**src/rtl/multisim_apb_pkg.sv**
```systemverilog
// Shared types and decode helpers for the APB manager phase FSM.
package multisim_apb_pkg;

    typedef enum logic [1:0] {
        IDLE   = 2'd0,
        SETUP  = 2'd1,
        ACCESS = 2'd2
    } multisim_apb_state_t;

    localparam logic [1:0] STATE_ILLEGAL = 2'd3;

    function automatic logic state_is_active(input multisim_apb_state_t s);
        return s != IDLE;
    endfunction

    function automatic logic state_is_access(input multisim_apb_state_t s);
        return s == ACCESS;
    endfunction

endpackage

```
**src/rtl/multisim_apb_fsm_block.sv**
```systemverilog
// APB manager phase sequencer (IDLE/SETUP/ACCESS) with wait-state counter and sticky timeout.
// Latency: request seen in IDLE -> SETUP -> ACCESS; completion reported combinationally in ACCESS.
// Backpressure: ACCESS is held for as long as pready stays low; psel drop never aborts a transfer.
import multisim_apb_pkg::*;

module multisim_apb_fsm_block #(
    parameter int          WAIT_CNT_W     = 16,
    parameter int unsigned TIMEOUT_CYCLES = 1024
) (
    input  logic                  clk,
    input  logic                  rst_n,
    input  logic                  i_apb_psel,
    input  logic                  i_apb_pready,
    output multisim_apb_state_t   state,
    output logic                  o_psel,
    output logic                  o_penable,
    output logic                  o_xfer_done,
    output logic [WAIT_CNT_W-1:0] o_wait_cnt,
    output logic                  o_timeout
);

    localparam logic [WAIT_CNT_W-1:0] CNT_MAX = '1;
    localparam logic [WAIT_CNT_W-1:0] CNT_ONE = WAIT_CNT_W'(1);
    // Compare in a width that holds both the counter and the threshold.
    localparam int CMP_W = (WAIT_CNT_W > 32) ? WAIT_CNT_W : 32;
    localparam logic [CMP_W-1:0] TIMEOUT_CMP = CMP_W'(TIMEOUT_CYCLES);

    multisim_apb_state_t   state_q, state_d;
    logic [WAIT_CNT_W-1:0] wait_cnt_q, wait_cnt_d;
    logic                  timeout_q, timeout_d;

    always_comb begin
        state_d    = IDLE;
        wait_cnt_d = wait_cnt_q;
        timeout_d  = timeout_q;

        case (state_q)
            IDLE: begin
                state_d = i_apb_psel ? SETUP : IDLE;
            end
            SETUP: begin
                state_d = ACCESS;
            end
            ACCESS: begin
                if (!i_apb_pready) begin
                    state_d = ACCESS;
                    if (wait_cnt_q != CNT_MAX) begin
                        wait_cnt_d = wait_cnt_q + CNT_ONE;
                    end
                end else begin
                    state_d = i_apb_psel ? SETUP : IDLE;
                end
            end
            default: begin
                state_d = IDLE;
            end
        endcase

        // SETUP is only reachable from IDLE or ACCESS, so this is always an entry.
        if (state_d == SETUP) begin
            wait_cnt_d = '0;
            timeout_d  = 1'b0;
        end else if ((TIMEOUT_CYCLES != 0) && (CMP_W'(wait_cnt_d) == TIMEOUT_CMP)) begin
            timeout_d = 1'b1;
        end
    end

    always_ff @(posedge clk or negedge rst_n) begin
        if (!rst_n) begin
            state_q    <= IDLE;
            wait_cnt_q <= '0;
            timeout_q  <= 1'b0;
        end else begin
            state_q    <= state_d;
            wait_cnt_q <= wait_cnt_d;
            timeout_q  <= timeout_d;
        end
    end

    assign state       = state_q;
    assign o_psel      = state_is_active(state_q);
    assign o_penable   = state_is_access(state_q);
    assign o_xfer_done = state_is_access(state_q) && i_apb_pready;
    assign o_wait_cnt  = wait_cnt_q;
    assign o_timeout   = timeout_q;

    a_state_legal: assert property (@(posedge clk) disable iff (!rst_n)
        2'(state_q) != STATE_ILLEGAL);

    a_setup_then_access: assert property (@(posedge clk) disable iff (!rst_n)
        (state_q == SETUP) |=> (state_q == ACCESS));

    a_penable_has_psel: assert property (@(posedge clk) disable iff (!rst_n)
        o_penable |-> o_psel);

endmodule

```
**config.mk**
```make
export PLATFORM = sky130hd
export DESIGN_NAME = multisim_apb_fsm_block
export DESIGN_NICKNAME = d
export VERILOG_FILES = /design/src/rtl/multisim_apb_pkg.sv /design/src/rtl/multisim_apb_fsm_block.sv
export SDC_FILE = /design/constraint.sdc
export NUM_CORES = 1
export LEC_CHECK = 0
export ABC_AREA = 1
export CAP_MARGIN = 20
export CORE_ASPECT_RATIO = 0.75
export CORE_MARGIN = 3
export CORE_UTILIZATION = 35
export CTS_BUF_LIST = sky130_fd_sc_hd__clkbuf_8 sky130_fd_sc_hd__clkbuf_16
export DETAILED_ROUTE_END_ITERATION = 10
export GPL_TIMING_DRIVEN = 0
export PLACE_DENSITY = 0.63
export SYNTH_ARGS = -nofsm -noshare
export SYNTH_HDL_FRONTEND = slang
export SYNTH_SLANG_ARGS = --single-unit
```
**constraint.sdc**
```tcl
create_clock -name clk -period 2 [get_ports clk]
set_input_delay 0.2 -clock clk [delete_from_list [all_inputs] [get_ports clk]]
set_output_delay 0.2 -clock clk [all_outputs]
set_load 0.005 [all_outputs]
```
==> Flow_metrics.wiki, run 1 <==
{| class="wikitable"
! Metric !! Value
|-
| Status || finished clean
|-
| Total via count after detailed routing || 1361
|-
| Post-Route WL || 3620 um
|-
| Synth async-reset ratio || 1.00
|-
| Max transition margin || 0.419
|-
| Total core area || 3490 um2
|-
| Worst path setup slack after routing || 0.132 ns
|-
| Net count after synthesis || 207
|-
| Number of max-cap violations || 0
|-
| Count of nets left with antenna violations after detail routing || 0
|-
| Netlist cell types || 25
|-
| Global Route Usage Sum || 0.162
|-
| Power density normalized to cell area || 618 nW/um2
|-
| Total cell area at the placement stage || 1670 um2
|-
| Pleak || 0.802 nW
|-
| Design area || 1770 um2
|-
| Cell area after technology mapping || 1360 um2
|-
| CTS Root Buffer Type || sky130_fd_sc_hd__clkbuf_8
|-
| Inserted Clock Buffers || 3
|-
| Sequential fraction of the synthesis area || 0.350
|-
| Post-DR vias/cell || 4.79
|-
| Layout-stage area growth over the synthesis result || 30.5%
|-
| Commonest register cell after synthesis || sky130_fd_sc_hd__dfrtp_1
|-
| Power consumption || 1.10 mW
|-
| Leftover overflow at the end of global routing || 0
|-
| Width of the chip || 77.9 um
|-
| Max Fclk || 535 MHz
|-
| Hold Violations, Final || 0
|-
| Wire length of the first global-routing pass || 5910 um
|-
| Clock buffer depth || 2
|-
| Number of nets at the end of the flow || 240
|-
| Global placer's final weighted congestion || 0.872
|-
| Slew of the pin with the lowest slew margin || 0.869 ns
|-
| Number of endpoints failing setup at the final stage || 0
|-
| I/O pin total || 26
|-
| DRC viols || 0
|-
| Average wire per standard cell || 12.7 um
|-
| Initial cell density of the core || 0.389
|-
| Count of yosys warnings during synthesis || 0
|-
| Clock Skew || 0.00756 ns
|-
| Kind of start point of the critical path || register
|-
| Cell depth of the worst flop-to-flop path || 12
|-
| Worst Setup Slack post-DPL || -0.373 ns
|-
| Number of global-route vias before repair || 1200
|-
| CTS sink cnt || 19
|-
| Number of antenna violations at the first check in global routing || 0
|-
| Hold/Removal Path Class || input port to async pin
|-
| Number of synthesized register bits || 19
|-
| # port buffers || 25
|-
| CP Class || register to register
|-
| TritonCTS clock tree || built
|-
| Pin count of the biggest net entering global routing || 20
|-
| Sum of negative setup slack || 0 ns
|-
| Later-pin clock latency in the skew report || 0.26 ns
|-
| Final clock period utilization by the worst path || 0.934
|-
| Synth Area per Inst || 6.72 um2
|-
| Post-Route Hold Slack || 0.431 ns
|-
| Data arrival at the endpoint of the critical path || 2.05 ns
|-
| Instance count after placement with tap cells included || 277
|-
| Detailed-router iteration count before antenna repair || 4
|-
| Fin cells || 284
|-
| Endpoint type of the worst setup path || register
|-
| Syn Inst Count || 202
|-
| Crit path max fanout || 10
|-
| CTS H-Tree Depth || 1
|-
| Die Area || 4670 um2
|-
| Required time reported for the critical path endpoint || 2.18 ns
|-
| Unrepaired setup endpoints after global routing || no
|-
| # rows || 18
|-
| Count of flip-flops with a built-in enable after synthesis || 0
|-
| Overall die height || 59.9 um
|-
| Antenna Diode Count || 0
|-
| Max-slew violation count || 0
|-
| Iteration-0 DRC Markers || 112
|-
| HPWL after detailed placement || 2710 um
|-
| Minimum clock period || 1.87 ns
|-
| Number of buffers inserted by hold repair at cts || 0
|-
| Fraction of layout cells with a size suffix above 1 || 0.171
|-
| Clock Pin Slew Worst Setup and Hold Paths || 0.08 ns
|-
| Share of the core filled with cells in the final layout || 0.508
|-
| Worst supply voltage drop on vdd || 0.334 mV
|-
| Count of filler cells inserted in the layout || 363
|}
## repair_timing
item	CTS	global route
buffers inserted	0	3
setup endpoints to repair	11	1
resized for setup	3	7
pin swaps	0	2
## cell usage after synthesis (2+ instances only)
master | instances | area [um2]
sky130_fd_sc_hd__nand4_1 | 7 | 43.8
sky130_fd_sc_hd__a21oi_1 | 9 | 45.0
sky130_fd_sc_hd__o21ai_0 | 3 | 15.0
sky130_fd_sc_hd__nor3_1 | 5 | 25.0
sky130_fd_sc_hd__buf_6 | 2 | 22.5
sky130_fd_sc_hd__nand2_2 | 6 | 37.5
sky130_fd_sc_hd__nand2_1 | 58 | 218
sky130_fd_sc_hd__inv_2 | 4 | 15.0
sky130_fd_sc_hd__inv_1 | 26 | 97.6
sky130_fd_sc_hd__nor2_4 | 4 | 45.0
sky130_fd_sc_hd__nand3_1 | 14 | 70.1
sky130_fd_sc_hd__nand3b_1 | 3 | 22.5
sky130_fd_sc_hd__nor2_1 | 27 | 101
sky130_fd_sc_hd__dfrtp_1 | 19 | 475
sky130_fd_sc_hd__nor2_2 | 5 | 31.3
## cells in the final DEF (no fill, tap or decap), drive strengths merged
cell type       n
dfrtp          19
nand2          64
clkbuf          4
nor2           36
inv            31
clkdlybuf4s50  25
a21oi          10
nand3          15
xnor2           1
nand4           8
or2             1
nor3            5
buf             6
o21ai           5
nand3b          3
ha              1
## worst max-delay path, stage by stage (launching register included)
cell	delay, ns
sky130_fd_sc_hd__dfrtp_1	0.38
sky130_fd_sc_hd__ha_2	0.19
sky130_fd_sc_hd__inv_1	0.07
sky130_fd_sc_hd__nor2_4	0.18
sky130_fd_sc_hd__nand4_4	0.14
sky130_fd_sc_hd__buf_6	0.17
sky130_fd_sc_hd__nand3_1	0.09
sky130_fd_sc_hd__nand2_1	0.06
sky130_fd_sc_hd__nor2_1	0.13
sky130_fd_sc_hd__nand3_1	0.10
sky130_fd_sc_hd__nor2_1	0.10
sky130_fd_sc_hd__nand2_1	0.07
sky130_fd_sc_hd__a21oi_2	0.11
## flip-flops by register name, summed over array words and instances, names as in the netlist
signal and flops:
state 2, o_wait_cnt 16, o_timeout 1
## worst paths after layout
kind | startpoint | end | slack, ns
min in group clk | o_timeout | o_timeout | 0.53
worst max-delay path | o_wait_cnt[1] | o_timeout | 0.13
worst min-delay path | rst_n | o_wait_cnt[2] | 0.43
max in group asynchronous | rst_n | o_wait_cnt[14] | 1.03
worst max register to register | o_wait_cnt[1] | o_timeout | 0.13
worst min register to register | o_timeout | o_timeout | 0.53
## layer usage
| layer | global-route usage | up-vias | part of all wire |
|---|---|---|---|
| li1 | - | 705 | - |
| met5 | 0 | - | 0 |
| met3 | 0.0422 | 2 | 0.079 |
| met2 | 0.237 | 41 | 0.41 |
| met1 | 0.246 | 613 | 0.50 |
| met4 | 0.0150 | 0 | 0.0036 |
## cell type report
class | instances | area (um2) | share of cell area
flip-flops and latches | 19 | 475 | 0.268
inverters | 30 | 113 | 0.0636
clock inverters | 1 | 3.75 | 0.00212
plain buffers | 4 | 37.5 | 0.0212
clock buffers | 3 | 41.3 | 0.0233
well taps | 50 | 62.6 | 0.0353
repair buffers | 28 | 273 | 0.154
multi-input cells | 149 | 766 | 0.432
## cells by family (layout without fill, tap and decap cells)
group	Yosys count	in the layout	synth area share
AND/OR/NAND/NOR	132	132	0.465
flip-flops	19	19	0.350
buffers and inverters	34	66	0.108
adder cells (fa/ha/maj)	1	1	0.00922
AO/OA/AOI/OAI	15	15	0.0608
XOR/XNOR	1	1	0.00645
## power by group
part           switching (mW)  internal (mW)
Clock                   0.133          0.137
Sequential             0.0433          0.420
Combinational           0.198          0.165
Total                   0.374          0.721
No activity file was read; power rests on OpenSTA's default activity.
==> inputs of run 2 (changes only) <==
--- a/config.mk
+++ b/config.mk
@@ -6,7 +6,6 @@
 export NUM_CORES = 1
 export LEC_CHECK = 0
 export ABC_AREA = 1
-export CAP_MARGIN = 20
 export CORE_ASPECT_RATIO = 0.75
 export CORE_MARGIN = 3
 export CORE_UTILIZATION = 35
==> results of run 2 <==
Final layout, timing and power as in run 1 (identical DEF).
==> inputs of run 3 (changes only) <==
--- a/config.mk
+++ b/config.mk
@@ -13,6 +13,7 @@
 export DETAILED_ROUTE_END_ITERATION = 10
 export GPL_TIMING_DRIVEN = 0
 export PLACE_DENSITY = 0.63
+export RECOVER_POWER = 50
 export SYNTH_ARGS = -nofsm -noshare
 export SYNTH_HDL_FRONTEND = slang
 export SYNTH_SLANG_ARGS = --single-unit
==> run 3 against run 2 <==
- cell area unchanged
- wire length about the same
- largest power group unchanged
- fmax decreased by 0.24%
- sequential share of layout area unchanged
- worst setup slack got worse by 0.0045 ns
- register-to-register slack about the same
==> Flow_metrics.wiki, run 3 (same netlist as run 1, synthesis figures left out) <==
{| class="wikitable"
! Metric !! Value
|-
| Status || finished clean
|-
| Largest register FFs || 16 (unchanged)
|-
| Most common library cell in the layout ignoring fill and taps || sky130_fd_sc_hd__nand2_1
|-
| Inserted Clock Buffers || 3 (unchanged)
|-
| Power density normalized to cell area || 613 nW/um2 (-0.82%)
|-
| Width of the chip || 77.9 um (unchanged)
|-
| Clock network fraction of total power || 0.249 (+0.003)
|-
| Average wire per standard cell || 12.7 um (about the same)
|-
| Post-DR vias/cell || 4.81 (+0.44%)
|-
| Switching power as a share of total power || 0.345 (+0.00305)
|-
| Crit path max fanout || 10 (unchanged)
|-
| Max transition margin || 0.412 (-0.00667)
|-
| Worst supply voltage drop on vdd || 0.335 mV (+0.20%)
|-
| # port buffers || 25 (unchanged)
|-
| Antenna Diode Count || 0 (unchanged)
|-
| Total cell area at the placement stage || 1670 um2 (unchanged)
|-
| Combinational power share || 0.325 (-0.006)
|-
| CP Class || register to register
|-
| Worst path setup slack after routing || 0.127 ns (-0.00445 ns)
|-
| Post-Route WL || 3620 um (about the same)
|-
| Later-pin clock latency in the skew report || 0.26 ns (about the same)
|-
| # rows || 18 (unchanged)
|-
| Kind of start point of the critical path || register
|-
| Clock Pin Slew Worst Setup and Hold Paths || 0.08 ns (about the same)
|-
| Wire length of the first global-routing pass || 5910 um (unchanged)
|-
| Die Area || 4670 um2 (unchanged)
|-
| Final clock period utilization by the worst path || 0.936 (+0.00222)
|-
| Commonest non-fill, non-tap cells in the layout || 56 x sky130_fd_sc_hd__nand2_1, 27 x sky130_fd_sc_hd__inv_1, 26 x sky130_fd_sc_hd__nor2_1
|-
| Endpoint type of the worst setup path || register
|-
| Power consumption || 1.09 mW (-0.82%)
|-
| Layout-stage area growth over the synthesis result || 30.5% (unchanged)
|-
| Required time reported for the critical path endpoint || 2.18 ns (about the same)
|-
| Clock buffer depth || 2 (unchanged)
|-
| Unrepaired setup endpoints after global routing || no
|-
| Number of antenna violations at the first check in global routing || 0 (unchanged)
|-
| DRC viols || 0 (unchanged)
|-
| Seq pwr share || 0.425 (+0.002)
|-
| Max Fclk || 534 MHz (-0.24%)
|-
| Slew of the pin with the lowest slew margin || 0.879 ns (+0.00983 ns)
|-
| Pin count of the biggest net entering global routing || 20 (unchanged)
|-
| CTS H-Tree Depth || 1 (unchanged)
|-
| Global placer's final weighted congestion || 0.872 (unchanged)
|-
| Net Switching || 0.374 mW (about the same)
|-
| CTS sink cnt || 19 (unchanged)
|-
| Fraction of layout cells with a size suffix above 1 || 0.171 (unchanged)
|-
| Minimum clock period || 1.87 ns (+0.00445 ns)
|-
| Detailed-router iteration count before antenna repair || 4 (unchanged)
|-
| I/O pin total || 26 (unchanged)
|-
| TritonCTS clock tree || built
|-
| Worst Setup Slack post-DPL || -0.373 ns (unchanged)
|-
| Data arrival at the endpoint of the critical path || 2.06 ns (about the same)
|-
| Total via count after detailed routing || 1367 (+0.44%)
|-
| Fin cells || 284 (unchanged)
|-
| Instance count after placement with tap cells included || 277 (unchanged)
|-
| Hold Violations, Final || 0 (unchanged)
|-
| Clock Skew || 0.00879 ns (+0.00123 ns)
|-
| Global Route Usage Sum || 0.162 (unchanged)
|-
| Number of nets at the end of the flow || 240 (unchanged)
|-
| HPWL after detailed placement || 2710 um (unchanged)
|-
| Design area || 1770 um2 (unchanged)
|-
| CTS Root Buffer Type || sky130_fd_sc_hd__clkbuf_8
|-
| Overall die height || 59.9 um (unchanged)
|-
| Post-Route Hold Slack || 0.499 ns (+0.0682 ns)
|-
| Hold/Removal Path Class || input port to async pin
|-
| Iteration-0 DRC Markers || 112 (unchanged)
|-
| Number of max-cap violations || 0 (unchanged)
|-
| Leftover overflow at the end of global routing || 0 (unchanged)
|-
| Pleak || 0.831 nW (+3.6%)
|-
| Number of global-route vias before repair || 1200 (unchanged)
|-
| Internal power contribution || 0.712 mW (-1.3%)
|-
| Count of nets left with antenna violations after detail routing || 0 (unchanged)
|-
| Number of endpoints failing setup at the final stage || 0 (unchanged)
|-
| Total core area || 3490 um2 (unchanged)
|-
| Max-slew violation count || 0 (unchanged)
|-
| Initial cell density of the core || 0.389 (unchanged)
|}
## run 3: changes by cell type in the layout (fill, tap and decap cells not counted)
cell                              previous run  this run
sky130_fd_sc_hd__clkdlybuf4s50_1            25        14
sky130_fd_sc_hd__dlygate4sd3_1               0        11
## run 3: area by class of cell
type                       count  area [um2]
fill                         363        1720
multi-input combinational    149         766
sequential                    19         475
timing repair buffer          28         273
inverter                      30         113
tap                           50        62.6
clock buffer                   3        41.3
buffer                         4        37.5
clock inverter                 1        3.75
## run 3: what timing repair did
action                                  4_1_cts  5_1_grt
setup buffers                                 0        3
pin swaps                                     0        2
hold buffers                                  0        0
gates resized for setup                       3        7
endpoints found under the setup margin       11        1
## run 3: per-layer routing
layer  vias up  GRT usage  wire (um)
met2        39      0.237       1490
met5         -          0          0
met1       622      0.246       1860
met3         2     0.0422        251
met4         0     0.0150         13
li1        704          -          -
## run 3: power by group through the flow
stage	clock network [mW]	logic, mW	registers, mW
after floorplan	0	0.179	0.468
after detailed placement	0	0.340	0.474
after global placement	0	0.340	0.474
after CTS	0.282	0.344	0.467
after global routing	0.294	0.389	0.471
final	0.271	0.353	0.462
## run 3: worst paths after layout
path	start	end	slack, ns	cells past startpoint
worst max-delay path	o_wait_cnt[1]	o_timeout	0.13	12
worst min-delay path	rst_n	o_wait_cnt[2]	0.50	1
worst max register to register	o_wait_cnt[1]	o_timeout	0.13	12
worst min register to register	o_timeout	o_timeout	0.52	2
max in group asynchronous	rst_n	o_wait_cnt[14]	0.95	1
min in group clk	o_timeout	o_timeout	0.52	2
## run 3: per-stage QoR
step / setup TNS (ns) / util
after floorplan: 0 / -
after global placement: -3.80 / 0.478
after detailed placement: -3.64 / 0.478
after CTS: 0 / 0.494
after global routing: 0 / 0.508
final: 0 / 0.508
## run 3: worst max-delay path, cell delays in order, from the launching register on
cell and delay [ns]:
sky130_fd_sc_hd__dfrtp_1 0.38, sky130_fd_sc_hd__ha_2 0.19, sky130_fd_sc_hd__inv_1 0.07, sky130_fd_sc_hd__nor2_4 0.18
sky130_fd_sc_hd__nand4_4 0.15, sky130_fd_sc_hd__buf_6 0.17, sky130_fd_sc_hd__nand3_1 0.09, sky130_fd_sc_hd__nand2_1 0.06
sky130_fd_sc_hd__nor2_1 0.13, sky130_fd_sc_hd__nand3_1 0.10, sky130_fd_sc_hd__nor2_1 0.10, sky130_fd_sc_hd__nand2_1 0.07
sky130_fd_sc_hd__a21oi_2 0.11
==> edit 1: new RTL, flow settings as in run 2 <==
The parameter `WAIT_CNT_W` goes from 16 to 24.
--- a/src/rtl/multisim_apb_fsm_block.sv
+++ b/src/rtl/multisim_apb_fsm_block.sv
@@ -4,7 +4,7 @@
 import multisim_apb_pkg::*;
 
 module multisim_apb_fsm_block #(
-    parameter int          WAIT_CNT_W     = 16,
+    parameter int          WAIT_CNT_W     = 24,
     parameter int unsigned TIMEOUT_CYCLES = 1024
 ) (
     input  logic                  clk,
Interface: changed (resized o_wait_cnt); port bits go from 26 to 34. No check against the original RTL was run, so the function may have changed too.
==> edit 1 against run 2 <==
The run now ends with negative setup slack left. Routed wire length up 52%. Global-route usage up 0.83 points. Setup slack worse by 0.36 ns. Sequential cell count grew 8. Final area increased by 47%. Total power rose by 4.4%. Area after synthesis increased by 40%. Critical path type unchanged.
==> edit 1: results <==
group,metric,value,unit
status,status,"finished, violations left",
status,violations,"negative setup slack",
cells_and_area,antenna_cells,0,
synthesis,yosys_warnings,0,
placement,place_area,0.00232,mm^2
synthesis,syn_inst,280,
worst_setup_path,path_max_fanout,7,
cells_and_area,largest_register_ffs,24,
global_routing,grt_pass1_vias,1790,
clocking,clk_pin_slew,0.11,ns
route,wl_met1,2820,um
global_routing,grt_pass1_wl,8760,um
timing,tightest_slew,0.677,ns
route,wl_per_cell,13.5,um
placement,post-place-cells,385,
synthesis,postSynthNetCount,285,
global_routing,grt_usage,17.0,%
power_and_ir_drop,vdd_drop_max,0.219,mV
clocking,cts_buffers,3,
route,viasPerCell,4.86,
clocking,clock_latency,0.29,ns
clocking,clockBufferDepth,2,
cells_and_area,final_cells,409,
placement,place_congestion,0.833,
clocking,htreeDepth,1,
worst_setup_path,critical-path-max-stage-delay,0.38,ns
floorplanning,rows,22,
cells_and_area,fin_nets,343,
worst_hold_path,hp-class,"primary input to async pin",
timing,skew,0.0116,ns
synthesis,async_flop_share,100,%
synthesis,yosysSeqAreaShare,35.5,%
placement,post-place-ws,-0.292,ns
worst_setup_path,crit_path_top_delay_cell,"dfrtp_1",
timing,setup_ws,-0.225,ns
route,drt_iter0_drc,112,
global_routing,grt_max_degree,28,
route,dr_wl_met3,371,um
route,wl_met2,2290,um
synthesis,synth_top_flop_cell,"dfrtp_1",
placement,place_hpwl,3790,um
timing,setup_violations,1,
cells_and_area,drive_above_1_share,18.1,%
synthesis,ys_top_cells_by_area,"dfrtp_1 (35%), nand2_1 (16%), nor2_1 (7.5%)",
placement,portBuffers,33,
power_and_ir_drop,leakage,1.24,nW
synthesis,synth_common_cells,"nand2_1 (80), nor2_1 (38), inv_1 (36)",
synthesis,synthDistinctLibCells,27,
route,dr.max_layer_used,"met4",
global_routing,antenna_found_initial,0,
route,firstDrtPassIters,5,
clocking,cts_root_buf,"clkbuf_8",
==> edit 1: cell types whose count changed after synthesis, sizes merged, moves of 2 or more <==
cell,run 2,this run
o21ai,5,3
inv,30,39
nand4,8,18
nand2,64,85
buf,3,5
nand3,15,24
dfrtp,19,27
a21oi,10,15
nor3,5,7
nor2,36,48
==> edit 1: final cells by class <==
cell class	instances	area (um^2)
Timing Repair Buffer	53	507
Tap cell	72	90.1
Buffer	7	68.8
Multi-Input combinational cell	207	1070
Sequential cell	27	676
Clock buffer	3	41.3
Fill cell	527	2460
Inverter	39	146
Clock inverter	1	3.75
==> edit 1: report_power, final <==
part / switching (mW) / total, mW / internal, mW
Combinational: 0.134 / 0.240 / 0.106
Sequential: 0.0116 / 0.572 / 0.560
Clock: 0.194 / 0.332 / 0.139
==> edit 1: critical path: cells and delay by family, from the launching register on <==
family / cells / cell delay, ns
AOI/OAI and AO/OA: 1 / 0.05
adders and majority gates: 1 / 0.20
buffers and inverters: 3 / 0.41
DFF: 1 / 0.38
and+or+nand+nor: 12 / 1.04
==> edit 1: logic make-up after synthesis <==
logic type,Yosys count,synth area share [%]
AOI/OAI and AO/OA,19,5.32
buffers and inverters,46,10.7
adders and majority gates,1,0.657
DFF,27,35.5
and+or+nand+nor,186,47.4
xor gates and xnor gates,1,0.460
==> edit 1: per-stage QoR <==
step | util, % | setup TNS [ns]
final | 51.3 | -0.225
after global placement | 45.9 | -2.48
after detailed placement | 45.9 | -2.40
after global routing | 51.3 | -0.354
after CTS | 47.4 | -0.121
after floorplan | - | 0
==> edit 1: routing by layer <==
layer | vias to the layer above | global-route usage [%]
met5 | - | 0
met4 | 0 | 3.18
met3 | 2 | 3.44
met2 | 54 | 25.3
met1 | 913 | 25.6
li1 | 1018 | -
==> edit 1: timing repair <==
item / CTS / global route
resized for setup: 3 / 16
setup buffers: 3 / 15
hold buffers: 0 / 1
pin swaps: 1 / 16
gates cloned: 0 / 1
setup endpoints to repair: 1 / 1
endpoints found under the hold margin: 0 / 27
==> edit 1: path summary, 6_finish.rpt <==
check	from	to	slack, ns	depth (start not counted)
worst max-delay path	o_wait_cnt[0]$_DFF_PN0_	o_timeout$_DFFE_PN0P_	-0.22	17
worst min register to register	o_timeout$_DFFE_PN0P_	o_timeout$_DFFE_PN0P_	0.53	2
worst min-delay path	rst_n	o_wait_cnt[20]$_DFF_PN0_	0.45	2
worst max register to register	o_wait_cnt[0]$_DFF_PN0_	o_timeout$_DFFE_PN0P_	-0.22	17
max in group asynchronous	rst_n	o_wait_cnt[18]$_DFF_PN0_	1.15	2
min in group clk	o_timeout$_DFFE_PN0P_	o_timeout$_DFFE_PN0P_	0.53	2
==> edit 2: new RTL, config.mk and constraints of run 2 <==
Made on the original files. Reset style: synchronous (`rst_n`), changed in one clocked block.
--- a/src/rtl/multisim_apb_fsm_block.sv
+++ b/src/rtl/multisim_apb_fsm_block.sv
@@ -65,7 +65,7 @@
         end
     end
 
-    always_ff @(posedge clk or negedge rst_n) begin
+    always_ff @(posedge clk) begin
         if (!rst_n) begin
             state_q    <= IDLE;
             wait_cnt_q <= '0;
Formal check against the unedited RTL: differs if rst_n is asserted again (counterexample within 4 cycles, from zero or initial values and one cycle with rst_n low); with rst_n held inactive, the same outputs for 10 cycles.
==> edit 2 against run 2 <==
Area after synthesis fell by 5.6%. Worst hold slack improved by 0.033 ns. Synthesized cell count rose by 5.0%. Final area fell by 6.9%. Sequential cell count did not move. Maximum frequency rose by 2.6%. Critical path depth rose by 1. Via count fell by 5.1%. Routed wire length fell by 18%. Setup slack improved by 0.048 ns. Critical path type unchanged. Largest cell class unchanged.
Power is not compared: it rests on default switching activity, and its combinational part moved more than twofold at a synthesized area within 25%.
==> edit 2: results <==
group,metric,value,unit
global_routing,grt_pass1_vias,1154,
worst_setup_path,r2r_start,"o_wait_cnt[0]$_SDFF_PP0_",
timing,relSlewSlack,68.9,%
synthesis,async_flop_share,0,%
synthesis,synth_common_cells,"nand2_1 (72), nor2_1 (37), inv_1 (27)",
worst_setup_path,timing.rr.end,"o_timeout$_SDFFE_PP0N_",
clocking,clock_latency,0.26,ns
cells_and_area,drive_above_1_share,14.1,%
global_routing,grt_usage,15.3,%
power_and_ir_drop,leakage,0.708,nW
synthesis,ys_top_cells_by_area,"dfxtp_1 (30%), nand2_1 (21%), nor2_1 (11%)",
worst_setup_path,path_max_fanout,5,
worst_setup_path,reg2reg_slack,0.18,ns
worst_setup_path,r2r_cells,13,
synthesis,yosysSeqAreaShare,29.7,%
status,status,"completed",
global_routing,grt_pass1_wl,5200,um
cells_and_area,largest_register_ffs,16,
power_and_ir_drop,vdd_drop_max,0.317,mV
synthesis,synthDistinctLibCells,22,
worst_setup_path,crit_arrival,2.02,ns
global_routing,grt_max_degree,11,
clocking,clockBufferDepth,2,
global_routing,antenna_found_initial,0,
worst_hold_path,hp-class,"flop to flop",
route,drt_iter0_drc,47,
route,wl_per_cell,10.2,um
placement,place_congestion,0.802,
worst_hold_path,min_to,"o_timeout$_SDFFE_PP0N_",
placement,place_hpwl,2360,um
route,dr_total_vias,1291,
synthesis,postSynthNetCount,217,
clocking,cts_buffers,3,
synthesis,yosys_warnings,0,
placement,place_area,0.00159,mm^2
clocking,htreeDepth,1,
timing,skew,0.00337,ns
clocking,cts_root_buf,"clkbuf_8",
timing,hold_ws,0.463,ns
placement,portBuffers,25,
cells_and_area,fin_nets,247,
clocking,clk_pin_slew,0.08,ns
[edit 2: changes by cell type after synthesis, moves of 5 or more]
cell     delta
nand4_1     -5
nand2_1    +14
dfxtp_1    +19
dfrtp_1    -19
nor2_1     +10
nor3_1      -5
[edit 2: kinds of logic (layout without fill, tap and decap cells)]
family / after synthesis / count (layout) / share of synthesized area, %
AO/OA/AOI/OAI: 9 / 9 / 4.20
adder cells (fa/ha/maj): 1 / 1 / 0.976
buffers and inverters: 35 / 64 / 10.9
flip-flops: 19 / 19 / 29.7
AND/OR/NAND/NOR: 148 / 148 / 54.2
[edit 2: per-stage QoR]
stage | instances | power [mW] | setup WS [ns]
CTS | 291 | 0.718 | 0.0590
floorplan | 212 | 0.417 | 0.379
global route | 291 | 0.734 | -0.0347
global placement | 287 | 0.443 | -0.0657
detailed placement | 287 | 0.443 | -0.0716
finish | 291 | 0.706 | 0.180
[edit 2: how the worst max path moves through the flow]
stage / startpoint / to
2_1_floorplan: o_wait_cnt[0]$_SDFF_PP0_ / o_timeout$_SDFFE_PP0N_
3_3_place_gp: i_apb_pready / o_timeout$_SDFFE_PP0N_
3_5_place_dp: i_apb_pready / o_timeout$_SDFFE_PP0N_
4_1_cts: o_wait_cnt[0]$_SDFF_PP0_ / o_timeout$_SDFFE_PP0N_
5_1_grt: o_wait_cnt[1]$_SDFF_PP0_ / o_timeout$_SDFFE_PP0N_
6_report: o_wait_cnt[0]$_SDFF_PP0_ / o_timeout$_SDFFE_PP0N_
[edit 2: power by group]
| group | internal [mW] | switching, mW |
|---|---|---|
| logic | 0.0222 | 0.0273 |
| registers | 0.380 | 0.00390 |
| clock network | 0.137 | 0.136 |
| total | 0.539 | 0.167 |
[edit 2: what timing repair did]
| action | CTS | global route |
|---|---|---|
| endpoints found under the hold margin | 0 | 0 |
| gates resized for setup | 0 | 6 |
| setup endpoints to repair | 0 | 1 |
| hold buffers | 0 | 0 |
[edit 2: layout make-up]
type	instances	area, um^2	area share, %
buffer	2	15.0	0.910
clock buffer	3	41.3	2.50
clock inverter	1	3.75	0.227
inverter	33	125	7.58
multi-input combinational	158	766	46.4
sequential	19	387	23.4
tap	50	62.6	3.79
timing repair buffer	25	250	15.2
[edit 2: critical path, stage by stage (launching register included)]
cell	delay (ns)
dfxtp_4	0.37
ha_1	0.17
inv_2	0.06
nor2_4	0.14
nand2_2	0.12
nor2_4	0.14
nand3_1	0.08
nand2_1	0.09
inv_1	0.04
nor2_1	0.10
nand2_1	0.08
nor2_2	0.16
nand2_1	0.08
a21oi_2	0.12
[edit 2: layer usage]
metal	GRT usage, %	share of wire [%]	vias up
met2	20.9	40	25
met5	0	0	-
met1	23.9	55	558
li1	-	-	706
met4	2.24	0.47	0
met3	4.44	4.3	2
